### src/rtl/set_level_driver.sv
// Purpose: drives SET_SIZE registered levels, updated by SET / PULSE / RELEASE commands.
// Latency: accept at edge k, level written at k+1, done high k+2..k+3, ready again after k+3 (PULSE adds dur cycles).
// Backpressure: cmd_ready is high only while idle; the source holds its command until it is accepted.
module set_level_driver #(
    parameter int                   SET_SIZE   = 5,
    parameter int                   SET_WIDTH  = 32,
    parameter int                   DUR_WIDTH  = 16,
    parameter logic [SET_WIDTH-1:0] INIT_VALUE = '0,
    localparam int                  IDX_W      = (SET_SIZE > 1) ? $clog2(SET_SIZE) : 1
) (
    input  logic                          clk,
    input  logic                          rst,
    input  logic                          cmd_valid,
    output logic                          cmd_ready,
    input  logic [1:0]                    cmd_op,
    input  logic [IDX_W-1:0]              cmd_idx,
    input  logic [SET_WIDTH-1:0]          cmd_data,
    input  logic [DUR_WIDTH-1:0]          cmd_dur,
    output logic [SET_SIZE*SET_WIDTH-1:0] set_signals,
    output logic                          busy,
    output logic                          done,
    output logic                          err
);

    typedef enum logic [1:0] {
        ST_IDLE  = 2'd0,
        ST_APPLY = 2'd1,
        ST_HOLD  = 2'd2,
        ST_DONE  = 2'd3
    } state_e;

    localparam logic [1:0] OP_SET     = 2'd0;
    localparam logic [1:0] OP_PULSE   = 2'd1;
    localparam logic [1:0] OP_RELEASE = 2'd2;
    localparam logic [1:0] OP_RSVD    = 2'd3;

    // One extra bit so the range check also works when SET_SIZE is a power of two.
    localparam logic [IDX_W:0] SIZE_L = (IDX_W+1)'(SET_SIZE);

    state_e                          state_q, state_d;
    logic [1:0]                      op_q, op_d;
    logic [IDX_W-1:0]                idx_q, idx_d;
    logic [SET_WIDTH-1:0]            data_q, data_d;
    logic [DUR_WIDTH-1:0]            dur_q, dur_d;
    logic [DUR_WIDTH-1:0]            cnt_q, cnt_d;
    logic [SET_WIDTH-1:0]            saved_q, saved_d;
    logic [SET_SIZE*SET_WIDTH-1:0]   sig_q, sig_d;
    logic                            err_q, err_d;
    logic                            done_q, done_d;

    logic                            wr_en;
    logic [SET_WIDTH-1:0]            wr_val;
    logic [SET_WIDTH-1:0]            cur_val;
    logic                            cmd_bad;

    // Current level of the latched target; an out-of-range index reads back zero and is never used.
    always_comb begin
        cur_val = '0;
        for (int i = 0; i < SET_SIZE; i++) begin
            if (idx_q == IDX_W'(i)) begin
                cur_val = sig_q[i*SET_WIDTH +: SET_WIDTH];
            end
        end
    end

    // Reject commands aimed past the last signal or carrying the reserved opcode.
    always_comb begin
        cmd_bad = ({1'b0, idx_q} >= SIZE_L) || (op_q == OP_RSVD);
    end

    // Next-state, command latching and level-write decisions.
    always_comb begin
        state_d = state_q;
        op_d    = op_q;
        idx_d   = idx_q;
        data_d  = data_q;
        dur_d   = dur_q;
        cnt_d   = cnt_q;
        saved_d = saved_q;
        err_d   = 1'b0;
        done_d  = 1'b0;
        wr_en   = 1'b0;
        wr_val  = data_q;

        unique case (state_q)
            ST_IDLE: begin
                // Reset already forces the state register, so being here means ready is high.
                if (cmd_valid) begin
                    op_d    = cmd_op;
                    idx_d   = cmd_idx;
                    data_d  = cmd_data;
                    dur_d   = cmd_dur;
                    state_d = ST_APPLY;
                end
            end

            ST_APPLY: begin
                if (cmd_bad) begin
                    err_d   = 1'b1;
                    state_d = ST_DONE;
                end else begin
                    unique case (op_q)
                        OP_SET: begin
                            wr_en   = 1'b1;
                            wr_val  = data_q;
                            state_d = ST_DONE;
                        end
                        OP_RELEASE: begin
                            wr_en   = 1'b1;
                            wr_val  = INIT_VALUE;
                            state_d = ST_DONE;
                        end
                        OP_PULSE: begin
                            // The level is shown while the counter runs down to zero, so it
                            // must start at dur-1; a zero duration is treated as one cycle.
                            saved_d = cur_val;
                            wr_en   = 1'b1;
                            wr_val  = data_q;
                            cnt_d   = (dur_q == '0) ? '0 : dur_q - DUR_WIDTH'(1);
                            state_d = ST_HOLD;
                        end
                        default: begin
                            state_d = ST_DONE;
                        end
                    endcase
                end
            end

            ST_HOLD: begin
                if (cnt_q == '0) begin
                    wr_en   = 1'b1;
                    wr_val  = saved_q;
                    state_d = ST_DONE;
                end else begin
                    cnt_d = cnt_q - DUR_WIDTH'(1);
                end
            end

            ST_DONE: begin
                // First cycle here carries err (if any); the second carries done.
                if (done_q) begin
                    state_d = ST_IDLE;
                end else begin
                    done_d = 1'b1;
                end
            end

            default: begin
                state_d = ST_IDLE;
            end
        endcase
    end

    // Apply a single write to the targeted slot; every other slot keeps its level.
    always_comb begin
        sig_d = sig_q;
        if (wr_en) begin
            for (int i = 0; i < SET_SIZE; i++) begin
                if (idx_q == IDX_W'(i)) begin
                    sig_d[i*SET_WIDTH +: SET_WIDTH] = wr_val;
                end
            end
        end
    end

    // State and datapath registers; reset wins over any command presented on the same edge.
    always_ff @(posedge clk) begin
        if (rst) begin
            state_q <= ST_IDLE;
            op_q    <= '0;
            idx_q   <= '0;
            data_q  <= '0;
            dur_q   <= '0;
            cnt_q   <= '0;
            saved_q <= '0;
            sig_q   <= {SET_SIZE{INIT_VALUE}};
            err_q   <= 1'b0;
            done_q  <= 1'b0;
        end else begin
            state_q <= state_d;
            op_q    <= op_d;
            idx_q   <= idx_d;
            data_q  <= data_d;
            dur_q   <= dur_d;
            cnt_q   <= cnt_d;
            saved_q <= saved_d;
            sig_q   <= sig_d;
            err_q   <= err_d;
            done_q  <= done_d;
        end
    end

    // Outputs come from registers or the state only, all gated low while reset is held.
    always_comb begin
        set_signals = sig_q;
        cmd_ready   = (state_q == ST_IDLE) && !rst;
        busy        = (state_q != ST_IDLE) && !rst;
        done        = done_q && !rst;
        err         = err_q && !rst;
    end

endmodule

### config.mk
export PLATFORM = sky130hd
export DESIGN_NAME = set_level_driver
export DESIGN_NICKNAME = d
export VERILOG_FILES = /design/src/rtl/set_level_driver.sv
export SDC_FILE = /design/constraint.sdc
export NUM_CORES = 1
export LEC_CHECK = 0
export ABC_AREA = 1
export CAP_MARGIN = 20
export CORE_MARGIN = 4
export CORE_UTILIZATION = 59
export CTS_BUF_LIST = sky130_fd_sc_hd__clkbuf_8
export DETAILED_ROUTE_END_ITERATION = 7
export PLACE_DENSITY = 0.85
export SYNTH_ARGS = -nofsm -noshare
export SYNTH_HDL_FRONTEND = slang
export SYNTH_SLANG_ARGS = --single-unit
### constraint.sdc
create_clock -name clk -period 3 [get_ports clk]
set_clock_uncertainty 0.1 [all_clocks]
set_input_delay 0.6 -clock clk [delete_from_list [all_inputs] [get_ports clk]]
set_output_delay 0.6 -clock clk [all_outputs]
set_load 0.1 [all_outputs]
== Yosys cells after proc, flatten, opt, wreduce, memory -nomap -nowiden ==
Index checks and enable logic that the tools add are counted.

* $add $sub $neg: 2
* Magnitude comparators: 1
* Eq/ne operators: 16
* Multiplexer cells: 26
* Bitwise operators: 3
* Reduce and logical (&&, ||, !) cells: 25

{| class="wikitable"
|+ Operator list
! cell !! count
|-
| 32-bit two-way mux || 8
|-
| 16-bit two-way mux || 4
|-
| 32-bit one-hot mux with 2 select lines || 1
|-
| 16-bit zero test || 2
|-
| 16-bit one-hot mux with 2 select lines || 1
|-
| 16-bit by 1-bit subtractor with 16-bit output, second input constant || 2
|-
| 2-bit != test, second input constant || 6
|-
| 2-bit AND reduction || 6
|-
| 2-bit == test, second input constant || 4
|-
| 2-bit one-hot mux with 4 select lines || 1
|-
| 1-bit two-way mux || 7
|-
| 3-bit by 2-bit == test with 1-bit output, second input constant || 2
|-
| 2-bit two-way mux || 3
|-
| 3-bit AND reduction || 2
|-
| 2-bit by 1-bit == test with 1-bit output, second input constant || 2
|-
| 1-bit logical AND || 4
|-
| 2-bit zero test || 2
|-
| 4-bit AND reduction || 1
|-
| 2-bit nonzero test || 2
|-
| 2-bit OR reduction || 2
|-
| 3-bit by 1-bit == test with 1-bit output, second input constant || 1
|-
| 3-bit == test, second input constant || 1
|-
| 3-bit >= comparator, second input constant || 1
|-
| 3-bit zero test || 1
|-
| 5 further kinds || 7
|}

* Register bits after elaboration: 265
* Input bits: 56
* Output and inout bits: 164
* Logic and storage cells: 87

== Logic depth before layout (Yosys ltp) ==
Gate-level depths: netlist (run 1).

* Depth in word-level cells: 6
* Gate-level depth with buffers: 12
* Gate-level depth less buffers: 11

== Least setup slack after synthesis (run 1) ==
No wires, ideal clock.

* Path kind: in2out
* Start point: input port rst
* End point: output port cmd_ready
* Data arrival time: 2.063 ns
* Data required time: 2.300 ns
* Setup slack: 0.237 ns
* Stages: 2
* Buffers on the path: 1
* Path through: clkbuf_1 -> nor2_1

* Longest elaborated chain between the ends: 2

{| class="wikitable"
|+ RTL lines
! item !! line !! RTL
|-
| start, declared || 12 || <nowiki>input logic rst,</nowiki>
|-
| 1-bit zero test || 196 || <nowiki>cmd_ready = (state_q == ST_IDLE) && !rst;</nowiki>
|-
| 1-bit logical AND || 196 ||
|-
| end, declared || 14 || <nowiki>output logic cmd_ready,</nowiki>
|}

No other way between the ends.

== Worst setup path after layout (run 1) ==
* Start point: register state_q[1]
* End point: register saved_q[18]

* Longest elaborated chain between the ends: 2

{| class="wikitable"
|+ RTL lines
! item !! line !! RTL
|-
| start, declared || 40 || <nowiki>state_e state_q, state_d;</nowiki>
|-
| start signal, assigned || 180 || <nowiki>state_q <= state_d;</nowiki>
|-
| 2-bit by 1-bit == test with 1-bit output || 85 || <nowiki>unique case (state_q)</nowiki>
|-
| 3-bit AND reduction (no line) || - ||
|-
| end signal, assigned || 186 || <nowiki>saved_q <= saved_d;</nowiki>
|-
| end, declared || 46 || <nowiki>logic [SET_WIDTH-1:0] saved_q, saved_d;</nowiki>
|}

No other way between the ends.
A chain may end at the register's enable or synchronous reset.

==> impl_results.md, run 1 <==
* Most frequent cells in the layout: nand2_1 (491), nor2_1 (472), dfxtp_1 (265)
* Hold_buf cts at 0
* Routability cong. at roughly 0.86
* Final Non-Filler Cells at 2430
* Synthesis warning total at 0
* I/O Buffers at approximately 220
* RSZ-0062 raised after global routing: no
* Iteration-0 DRC Markers at 1170
* Cell count after synthesis at just under 2000
* Starting Density at roughly three fifths
* Fin worst setup slack at 0.354 ns
* Core area at between 20000 and 25000 um2
* Layout fillers at between 1500 and 2000
* ANT nets after route at 0
* Tmin final at 2.65 ns
* HP Class: reg2reg
* Routed wire per std cell at between 15 and 20 um
* Clk_lat worst skew at ~0.56 ns
* Final Power at roughly 14 mW
* Top-area cell type share of the netlist area at between 40 and 50%
* Post-Syn Nets at 1997
* Worst setup EP type: flop
* Worst VDD drop at between 0.5 and 0.6 mV
* Largest family of logic cells by synthesized area: simple AND/OR/NAND/NOR gates
* Delay of the slowest critical-path stage at about 0.38 ns
* Synth area leaders: dfxtp_1 (42%), nand2_1 (15%), nor2_1 (14%), inv_1 (6.3%), o21ai_0 (4.1%)
* Pre-antenna DRT Iters at 8
* Nets at 2185
* Global Route Usage Sum at 30.6%
* DR WL met3 at around 3500 um
* Vias in the first global route at between 10000 and 15000
* Final core occ at between 70 and 80%
* Area Growth Syn to Fin at 22.7%
* Clock root buffer: clkbuf_8
* Htree depth at 2
* Clock Path Buffers at 3
* Post-Route M1 WL at about 16000 um
* Critical path data arrival time at around 3.0 ns
* Synth Area in XOR/XNOR at 0.837%
* Final HPWL DP at roughly 24000 um
* Achievable Freq at 0.378 GHz
* Post-Route WL at roughly 38000 um
* Share of layout cells above drive strength 1 at between 10% and 20%
* Pin count of the biggest net entering global routing at 65
* Period Utilization, post-route at about nine tenths
* Resized Gates After CTS at 0
* Setup TNS at 0 ns
* CTS tree: yes
* Post-synthesis mux area share at 0%
* Max Fanout on Critical Path at 19
* Final instance area at between 15000 and 20000 um2
* Post-Place Cell Area at between 10000 and 15000 um2
* Post-place setup slack at ~0.42 ns
* Die ar. at approximately 24000 um2
* Final slew viol count at 0
* Crit path top cell by count: inv_1
* Yosys top cell by area: dfxtp_1
* Adder-cell share of the synthesized area at less than 1%
* Worst Path Required at ~3.4 ns
* Clock transition at path regs at 0.06 ns
* ANT cells at 0
* Pwr Density at roughly 940 nW/um2
* Final Setup Violations at 0
* Worst Tran Pin Value at roughly 0.84 ns
* DRC at 0
* Gr ovfl total at 0
* Register area at 5310 um2
* Commonest non-fill, non-tap cell in the layout: nand2_1
* Max-slew headroom at between 40 and 50%
* Global-route wire length before repair at about 60000 um
* Die width at 154 um
* Synthesized area at 12600 um2
* Unique masters post-synth at 33
* Simple-gate share of the synthesized area at between 30% and 40%
* Sinks on Clock Net at roughly 270
* Top sig layer: met4
* CP max stage cell: nand2_2
* Sequential fraction of the synthesis area at between 40% and 50%
* Critical Path, Cell by Cell: inv_1 > ha_1 > inv_1 > nor3_1 > nand2_2 > buf_4 > inv_1 > buf_4 > o21ai_0 > a31oi_1
* Placed cell count at ~2400
* Die height at between 150 and 200 um
* Multi-input logic area at ~5900 um2
* Worst Hold Slack at ~0.37 ns
* Row count at 53
* Initial antenna violation count at 0
* Final hold vios at 0
* #FFs+latches synth at around 270
* Max-cap viol count at 0
* Syn avg cell area at about 6.5 um2
* Num CTS Buffers at 45
* P_leak at approximately 7.7 nW
* # IOs at between 200 and 250
* Vias at 12900
* Met2 WL post-DR at ~17000 um
* Outcome: completed
* Crit path kind: reg2reg
* Startpoint Class: flop
* DR vias/cell at between 5 and 6
* Setup bufs post-CTS at 0
* Compound-gate portion of the synthesized area at ~11%
## cell usage after synthesis, drive strengths merged
cell type and count:
nand3 70, a22oi 1, a21oi 91, o211ai 2
nand3b 2, ha 6, nor2 478, a31oi 31
nand4 8, buf 54, nand2 509, dfxtp 265
o21ai 105, o22ai 31, clkbuf 51, inv 214
clkinv 2, or2 1, nor3 2, xnor2 4
xor2 8
## flip-flops by register name (all words and copies together) (netlist names)
name	flops
cnt_q	16
data_q	32
done_q	1
dur_q	16
err_q	1
idx_q	3
op_q	2
saved_q	32
set_signals	160
state_q	2
## area by class of cell
cell class | count | share of cell area [%]
multi-input cells | 1349 | 38.2
clock inverters | 19 | 0.691
flip-flops and latches | 265 | 34.4
clock buffers | 60 | 5.36
repair buffers | 246 | 13.8
inverters | 216 | 5.30
well taps | 275 | 2.23
## kinds of logic after synthesis
group / Yosys count
AO/OA/AOI/OAI: 261
buffers and inverters: 321
adder cells (fa/ha/maj): 6
AND/OR/NAND/NOR: 1070
flip-flops: 265
XOR/XNOR: 12
## metal layers
layer | global-route usage [%] | up-vias
met5 | 0 | -
met4 | 11.4 | 0
met3 | 5.97 | 99
met2 | 49.9 | 569
met1 | 40.6 | 5902
li1 | - | 6350
## worst paths after layout
check / from / endpoint / slack (ns) / cells after the start
worst max register to register: state_q[1] / saved_q[18] / 0.35 / 10
worst max-delay path: state_q[1] / saved_q[18] / 0.35 / 10
worst min register to register: saved_q[30] / saved_q[30] / 0.37 / 2
worst min-delay path: saved_q[30] / saved_q[30] / 0.37 / 2
## report_power, final
| group | internal, mW | leakage, nW | switching [mW] |
|---|---|---|---|
| clock network | 1.86 | 0.536 | 1.48 |
| logic | 1.71 | 4.99 | 4.86 |
| registers | 4.11 | 2.15 | 0.446 |
## critical path, delay by kind of cell (launching register included)
family	cells	cell delay, ns
AOI/OAI and AO/OA	2	0.31
and+or+nand+nor	2	0.55
buffers and inverters	5	0.96
DFF	1	0.34
adders and majority gates	1	0.28
Power figures use the tool's default switching activity.
==> run 2: changes to the inputs <==
- GPL_ROUTABILITY_DRIVEN: not set -> 0
==> run 2 against run 1 <==
Effect of this change:
- wire length shrank 1.4%
- sequential share of layout area barely moved
- flip-flop and latch count did not move
- critical path depth decreased by 1
- critical endpoint is now set_signals[69]
- largest cell class unchanged
==> impl_results.md, run 2 (synthesis gave the netlist of run 1 again) <==
* Outcome: completed
* Startpoint Class: flop
* Die height at 154 um (unchanged)
* Tmin final at 2.51 ns (-0.136 ns)
* Global-route wire length before repair at 59900 um (-0.64%)
* Share of layout cells above drive strength 1 at 13.7% (+0.019 points)
* Pwr Density at 938 nW/um2 (-0.16%)
* Worst setup EP type: flop
* Final Power at 14.4 mW (-0.13%)
* Routed wire per std cell at 15.4 um (-1.3%)
* Nets at 2182 (-0.14%)
* Pin count of the biggest net entering global routing at 65 (unchanged)
* Row count at 53 (unchanged)
* Die ar. at 23700 um2 (unchanged)
* Final hold vios at 0 (unchanged)
* Max Fanout on Critical Path at 64 (+45)
* DR vias/cell at 5.32 (+0.13%)
* Clock Path Buffers at 3 (unchanged)
* Clock root buffer: clkbuf_8
* DRC at 0 (unchanged)
* Hold_buf cts at 0 (unchanged)
* Period Utilization, post-route at 83.6% (-4.5 points)
* Vias in the first global route at 12100 (+0.37%)
* ANT nets after route at 0 (unchanged)
* Setup TNS at 0 ns (unchanged)
* Worst VDD drop at 0.558 mV (+4.6%)
* Crit path kind: reg2reg
* Commonest non-fill, non-tap cell in the layout: nand2_1
* Max-slew headroom at 45.0% (+1.0 points)
* Most frequent cells in the layout: nand2_1 (491), nor2_1 (472), dfxtp_1 (265)
* Area Growth Syn to Fin at 22.7% (about the same)
* HP Class: reg2reg
* CTS tree: yes
* RSZ-0062 raised after global routing: no
* Worst Path Required at 3.35 ns (about the same)
* # IOs at 220 (unchanged)
* ANT cells at 0 (unchanged)
* Sinks on Clock Net at 265 (unchanged)
* Max-cap viol count at 0 (unchanged)
* I/O Buffers at 219 (unchanged)
* Final slew viol count at 0 (unchanged)
* Post-Route WL at 37300 um (-1.4%)
* Final Setup Violations at 0 (unchanged)
* Initial antenna violation count at 0 (unchanged)
* Max reg flops at 160 (unchanged)
* Final HPWL DP at 24600 um (+1.3%)
* Worst Tran Pin Value at 0.824 ns (-0.0154 ns)
* Clk_lat worst skew at 0.57 ns (about the same)
* Resized Gates After CTS at 0 (unchanged)
* Vias at 12900 (+0.0077%)
* P_leak at 7.66 nW (-0.22%)
* Achievable Freq at 0.399 GHz (+5.4%)
* Gr ovfl total at 0 (unchanged)
* Num CTS Buffers at 43 (-4.4%)
* Htree depth at 2 (unchanged)
* Iteration-0 DRC Markers at 1070 (-8.5%)
* Pre-antenna DRT Iters at 6 (-2)
* Critical path data arrival time at 2.86 ns (-0.15 ns)
* Setup bufs post-CTS at 0 (unchanged)
* Global Route Usage Sum at 30.3% (-0.32 points)
* Starting Density at 59.9% (unchanged)
* Die width at 154 um (unchanged)
* Clock transition at path regs at 0.06 ns (about the same)
* Core area at 21000 um2 (unchanged)
run 2: cell count changes in the layout (fill, tap and decap cells not counted), sizes merged:
cell | previous run | this run
inv | 229 | 228
clkinv | 5 | 6
buf | 191 | 190
clkbuf | 60 | 58
run 2: layout make-up:
type,instances,area [um2]
clock inverter,19,120
sequential,265,5310
inverter,216,816
multi-input combinational,1349,5880
fill,1700,5550
tap,275,344
timing repair buffer,245,2140
clock buffer,58,798
run 2: report_power, final:
part | total [mW] | internal (mW) | switching [mW]
sequential | 4.55 | 4.11 | 0.442
combinational | 6.59 | 1.72 | 4.87
clock | 3.30 | 1.82 | 1.48
total | 14.4 | 7.65 | 6.79
run 2: through the flow:
stage	hold WS, ns	setup WS, ns	util (%)	std cells	area (um2)
4_1_cts	0.380	0.509	73.5	2427	15400
5_1_grt	0.399	0.292	73.5	2427	15400
6_report	0.383	0.491	73.5	2427	15400
2_1_floorplan	0.346	0.237	-	1935	12600
3_3_place_gp	0.363	0.664	69.1	2350	14500
3_5_place_dp	0.371	0.573	69.1	2350	14500
run 2: final timing paths:
path         depth (start not counted)              end     start  slack, ns
min reg2reg                          2         dur_q[1]  dur_q[1]       0.38
max                                  9  set_signals[69]  cnt_q[0]       0.49
min                                  2         dur_q[1]  dur_q[1]       0.38
max reg2reg                          9  set_signals[69]  cnt_q[0]       0.49
run 2: critical path: stages (launching register included):
cell,delay (ns)
dfxtp_1,0.32
inv_1,0.12
ha_1,0.22
nand2_2,0.11
nor2_4,0.15
nand3_2,0.11
nand2_4,0.18
nand3_4,0.65
nor2_1,0.35
nor2_1,0.07
run 2: per-layer routing:
layer	wire length [um]	track usage, %
met1	15300	40.0
met2	17400	49.1
met3	3540	6.33
met4	1050	11.7
met5	0	0
